File: src/rtl/regfile_wr_arbiter.sv
// Arbitrates the single register-file write port between JAL link, load and ALU writeback.
// Define ARB_RR_EN for round-robin arbitration; default is fixed priority with starvation promotion.
module regfile_wr_arbiter #(
  parameter int DATA_W       = 32,
  parameter int ADDR_W       = 5,
  parameter int STARVE_LIMIT = 4
) (
  input  logic              clk,
  input  logic              rst_n,
  input  logic              jal_valid,
  input  logic [DATA_W-1:0] jal_data,
  output logic              jal_ready,
  input  logic              ld_valid,
  input  logic [ADDR_W-1:0] ld_addr,
  input  logic [DATA_W-1:0] ld_data,
  output logic              ld_ready,
  input  logic              alu_valid,
  input  logic [ADDR_W-1:0] alu_addr,
  input  logic [DATA_W-1:0] alu_data,
  output logic              alu_ready,
  output logic              jal,
  output logic              reg_write,
  output logic [ADDR_W-1:0] write_reg,
  output logic [DATA_W-1:0] write_data,
  output logic [7:0]        drop_cnt
);

  localparam logic [ADDR_W-1:0] LINK_REG = ADDR_W'(31);

  logic [2:0]        gnt;
  logic              jal_q, jal_d;
  logic              reg_write_q, reg_write_d;
  logic [ADDR_W-1:0] write_reg_q, write_reg_d;
  logic [DATA_W-1:0] write_data_q, write_data_d;
  logic [7:0]        drop_cnt_q, drop_cnt_d;

  function automatic logic [7:0] sat_inc8(input logic [7:0] v);
    return (v == 8'hFF) ? v : v + 8'd1;
  endfunction

`ifdef ARB_RR_EN
  logic [1:0] ptr_q, ptr_d;

  // Search begins one past the last winner, wrapping modulo 3.
  always_comb begin
    int idx;
    logic [2:0] vld;
    gnt   = '0;
    ptr_d = ptr_q;
    vld   = {alu_valid, ld_valid, jal_valid};
    for (int i = 0; i < 3; i++) begin
      idx = (int'(ptr_q) + 1 + i) % 3;
      if (gnt == 3'b000 && vld[idx]) begin
        gnt[idx] = 1'b1;
        ptr_d    = 2'(idx);
      end
    end
  end

  always_ff @(posedge clk or negedge rst_n) begin
    if (!rst_n) ptr_q <= 2'd2;
    else        ptr_q <= ptr_d;
  end
`else
  localparam int CNT_W = $clog2(STARVE_LIMIT + 1);
  localparam logic [CNT_W-1:0] LIMIT = CNT_W'(STARVE_LIMIT);

  logic [CNT_W-1:0] ld_cnt_q, ld_cnt_d, alu_cnt_q, alu_cnt_d;
  logic             ld_starved, alu_starved;

  function automatic logic [CNT_W-1:0] starve_next(input logic v, input logic g,
                                                   input logic [CNT_W-1:0] c);
    if (!v || g)    return '0;
    if (c == LIMIT) return c;
    return c + CNT_W'(1);
  endfunction

  assign ld_starved  = ld_valid  && (ld_cnt_q  == LIMIT);
  assign alu_starved = alu_valid && (alu_cnt_q == LIMIT);

  always_comb begin
    gnt = '0;
    if      (ld_starved)  gnt[1] = 1'b1;
    else if (alu_starved) gnt[2] = 1'b1;
    else if (jal_valid)   gnt[0] = 1'b1;
    else if (ld_valid)    gnt[1] = 1'b1;
    else if (alu_valid)   gnt[2] = 1'b1;
  end

  assign ld_cnt_d  = starve_next(ld_valid,  gnt[1], ld_cnt_q);
  assign alu_cnt_d = starve_next(alu_valid, gnt[2], alu_cnt_q);

  always_ff @(posedge clk or negedge rst_n) begin
    if (!rst_n) begin
      ld_cnt_q  <= '0;
      alu_cnt_q <= '0;
    end else begin
      ld_cnt_q  <= ld_cnt_d;
      alu_cnt_q <= alu_cnt_d;
    end
  end
`endif

  assign jal_ready = gnt[0];
  assign ld_ready  = gnt[1];
  assign alu_ready = gnt[2];

  // Writes to $0 are accepted but turned into a counted drop; the port keeps its last address/data.
  always_comb begin
    logic [ADDR_W-1:0] a;
    logic [DATA_W-1:0] d;
    jal_d        = 1'b0;
    reg_write_d  = 1'b0;
    write_reg_d  = write_reg_q;
    write_data_d = write_data_q;
    drop_cnt_d   = drop_cnt_q;
    a            = gnt[1] ? ld_addr : alu_addr;
    d            = gnt[1] ? ld_data : alu_data;
    if (gnt[0]) begin
      jal_d        = 1'b1;
      write_reg_d  = LINK_REG;
      write_data_d = jal_data;
    end else if (gnt[1] || gnt[2]) begin
      if (a == '0) begin
        drop_cnt_d = sat_inc8(drop_cnt_q);
      end else begin
        reg_write_d  = 1'b1;
        write_reg_d  = a;
        write_data_d = d;
      end
    end
  end

  always_ff @(posedge clk or negedge rst_n) begin
    if (!rst_n) begin
      jal_q        <= 1'b0;
      reg_write_q  <= 1'b0;
      write_reg_q  <= '0;
      write_data_q <= '0;
      drop_cnt_q   <= '0;
    end else begin
      jal_q        <= jal_d;
      reg_write_q  <= reg_write_d;
      write_reg_q  <= write_reg_d;
      write_data_q <= write_data_d;
      drop_cnt_q   <= drop_cnt_d;
    end
  end

  assign jal        = jal_q;
  assign reg_write  = reg_write_q;
  assign write_reg  = write_reg_q;
  assign write_data = write_data_q;
  assign drop_cnt   = drop_cnt_q;

endmodule
File: config.mk
export PLATFORM = sky130hd
export DESIGN_NAME = regfile_wr_arbiter
export DESIGN_NICKNAME = d
export VERILOG_FILES = /design/src/rtl/regfile_wr_arbiter.sv
export SDC_FILE = /design/constraint.sdc
export NUM_CORES = 1
export LEC_CHECK = 0
export ABC_CLOCK_PERIOD_IN_PS = 2200
export CORE_AREA = 10 10 110 112
export DETAILED_ROUTE_END_ITERATION = 8
export DIE_AREA = 0 0 120 122
export PLACE_DENSITY = 0.69
export SYNTH_ARGS = -nofsm -noshare
export SYNTH_HDL_FRONTEND = slang
export SYNTH_SLANG_ARGS = --single-unit
File: constraint.sdc
create_clock -name clk -period 2.2 [get_ports clk]
set_input_delay 0.33 -clock clk [delete_from_list [all_inputs] [get_ports clk]]
set_output_delay 0.33 -clock clk [all_outputs]
set_load 0.03 [all_outputs]
==> results.md <==
Status:
- The flow ran to the end, and the final reports show no timing, DRC or antenna violations.

Floorplanning:
- The width of the chip is 120 um.
- The die is 122 um tall.
- The die covers 14600 um2.
- The initial utilization of the core area, before any placement, comes to 31.0%.
- The core area is 10000 um2.
- The placement row count is 37.
- 161 I/O pins were placed.

Synth:
- During synthesis, Yosys emitted a total of 0 warnings.
- Yosys instantiated no cell more often than nor3_1.
- Ranked by total cell area, the synthesized netlist is headed by dfrtp_1 43%, nor3_1 22%, o21a_1 7.7%, nor2_1 4.6%, buf_2 2.3%.
- The most area-hungry cell type in the Yosys netlist is dfrtp_1.
- In the synthesized netlist the dominant register cell turns out to be dfrtp_1.
- After synthesis, the largest area contributor takes up 42.6% of total cell area.
- Counting distinct cell types in the post-synthesis netlist gives 36.
- The average instance area after synthesis is 8.41 um2.
- The sequential area share after synthesis is 42.6%.
- Sorting the synthesized cells by how often they occur yields 134 x nor3_1, 53 x dfrtp_1, 38 x nor2_1.
- The number of flip-flops and latches in the synthesized netlist is 53.
- When the netlist entered floorplanning its net count stood at 486.
- Yosys mapped a number of flops with a built-in enable equal to 0.
- The share of async-settable or async-resettable flops after synthesis is 100%.
- Summing every instance area after synthesis gives 3110 um2.
- The post-synthesis cell count is 370.

Critical path:
- The kind of capture point of the worst setup path is an output port.
- The peak fanout along the critical path is 4.
- Data on the critical path is required at its endpoint by 1.87 ns.
- The worst setup path is launched from a flop.
- The arrival time at the worst endpoint is 1.77 ns.
- The worst setup path category is reg2out.

Cells and area:
- The finished layout cell area is 5200 um2.
- The flip-flop count of the largest register after layout is 32.
- The repair_antennas step left the layout with diodes totalling 0.
- After the last flow step, the layout net total stands at 657.
- The synthesis-to-layout area growth is 67.2%.
- The layout has 943 filler cells.
- The fraction of layout instances using a drive strength above 1 is 10.1%.
- Once layout is complete, the utilization of the core stands at 51.8%.
- Once layout is complete, the cells apart from fillers number 678.

Min path:
- The type of the most critical hold path is reg2reg.

GRT:
- The number of antenna violations at the first check in global routing is 0.
- The total grt overflow is 0.
- Entering global routing, the biggest net connects 34 pins.
- The first global-routing pass estimated 18.2 mm of wire.
- The via count of the first global-routing pass is 3507.
- Global routing consumed, over all layers together, 15.2% of the routing resources.

Placement:
- The placed cell count is 665.
- Timing analysis after detailed placement gives a worst setup slack of -0.0414 ns.
- Detailed placement finished with a half-perimeter wire length of 9.13 mm.
- The total placed instance area is 5020 um2.
- The count of input and output buffers is 160.
- The final weighted congestion in routability-driven placement is 0.768.

CTS:
- CTS built an H-tree with a depth of 2.
- Clock tree synthesis selected as its root buffer the cell clkbuf_8.
- Clock-pin slew was measured on the worst setup and hold paths at 0.09 ns.
- The insertion delay of the later-clocked pin in the worst-skew pair is 0.30 ns.
- The CTS tree is done.
- The deepest clock path buffer count is 2.
- Counting the buffers created by CTS gives 5.
- The clock net in this run drives a total of 53 sinks.

STA:
- The post-route worst hold slack is 0.480 ns.
- The maximum clock frequency is 476 MHz.
- The number of hold violations in the final report is 0.
- Setup repair after global routing left no endpoint under its margin.
- Once routing completed, OpenROAD measured the worst setup slack at 0.100 ns.
- Headroom to the max-slew limit came out at 66.9%.
- The post-route clock skew is 0.00612 ns.
- The final-report max-slew violation count is 0.
- Setup violations remaining at the end of the flow were counted as 0.
- The worst path uses 95.5% of the clock period.
- At the pin with the least slew margin, the transition time is 0.497 ns.
- The worst path in the final design needs a cycle of 2.10 ns, including I/O delays and setup.

Detailed routing:
- The violation count after the first detailed-route iteration is 212.
- The post-detailed-routing wire length is 11.5 mm.
- After detailed routing, the average wire length per cell comes to 17.0 um.
- The total via count in the routed design is 3427.
- Using the TritonRoute via totals, the vias-per-cell ratio works out to 5.05.
- The detail route stage leaves a number of antenna-violating nets equal to 0.
- The first TritonRoute pass finished after 6 iterations.
- After detailed routing, the number of remaining DRC violations is 0.

Power:
- The cell area power density is 521 nW/um2.
- For this design the static power due to leakage is 1.99 nW.
- The worst supply voltage drop on vdd is 0.301 mV.

Run:
- The number of maximum-capacitance constraint violations is 0.
-- cell type report --
class | instances | area [um2] | share of cell area (%)
timing repair buffer | 191 | 1960 | 37.6
multi-input combinational | 281 | 1610 | 31.0
sequential | 53 | 1330 | 25.5
clock buffer | 7 | 96.3 | 1.85
clock inverter | 1 | 5.00 | 0.0962
inverter | 9 | 33.8 | 0.650
tap | 136 | 170 | 3.27
-- metal layers --
| metal | up-vias | global-route usage [%] | routed length, um |
|---|---|---|---|
| met5 | - | 0 | 0 |
| met4 | 0 | 3.32 | 92 |
| met3 | 8 | 5.04 | 890 |
| met2 | 119 | 27.2 | 5880 |
| met1 | 1649 | 17.3 | 4670 |
| li1 | 1651 | - | - |
-- final timing paths --
path | from | endpoint | slack, ns | depth (start not counted)
min reg2reg | ld_cnt_q[0] | ld_cnt_q[0] | 0.48 | 1
max reg2reg | alu_cnt_q[0] | drop_cnt[1] | 0.11 | 8
min in group asynchronous | rst_n | write_data[25] | 0.55 | 2
max in group asynchronous | rst_n | write_data[14] | 1.10 | 3
min | ld_cnt_q[0] | ld_cnt_q[0] | 0.48 | 1
max | alu_cnt_q[0] | jal_ready | 0.10 | 8
-- power breakdown --
part / total (W) / switching, W / internal [W]
combinational: 0.000980 / 0.000489 / 0.000492
clock: 0.000602 / 0.000317 / 0.000285
sequential: 0.00113 / 0.0000624 / 0.00107
-- per-stage QoR --
stage,TNS [ns],total power (W)
final,0,0.00271
after detailed placement,-0.206,0.00212
after global routing,0,0.00286
after global placement,-0.141,0.00210
after CTS,0,0.00274
after floorplan,0,0.00159
-- cells by family after synthesis --
logic type	Yosys count	share of synthesized area, %
AO/OA/AOI/OAI	52	11.7
XOR/XNOR	7	1.97
adder cells (fa/ha/maj)	5	2.01
buffers and inverters	36	6.24
flip-flops	53	42.6
multiplexers	3	1.57
AND/OR/NAND/NOR	214	33.9
-- cells in the final DEF, fill, tap and decap left out, types with 3 or more instances in the layout --
cell             count
o21ai_0              5
clkdlybuf4s50_1    156
clkbuf_8             7
a31oi_1              5
ha_1                 5
and3_1               5
xnor2_1              7
nand2_1             14
dfrtp_1             53
o21a_1              32
a21oi_1              3
nor2_4               3
inv_1                7
buf_12              10
nand3_1              8
buf_4               21
nor2_1              38
nor3_1             134
-- repair_timing --
action	in CTS	in global routing
hold buffers	1	0
endpoints found under the setup margin	2	9
gates resized for setup	5	5
pin swaps	0	0
setup buffers	1	3
hold endpoints to repair	20	0
-- critical path, stage by stage, from the launching register on --
cell and delay (ns):
dfrtp_1 0.37, inv_1 0.06, ha_1 0.23, and3_1 0.21, buf_4 0.15, nor2_4 0.11
nand2_2 0.10, inv_2 0.10, buf_6 0.14
(Power assumes the default switching activity.)
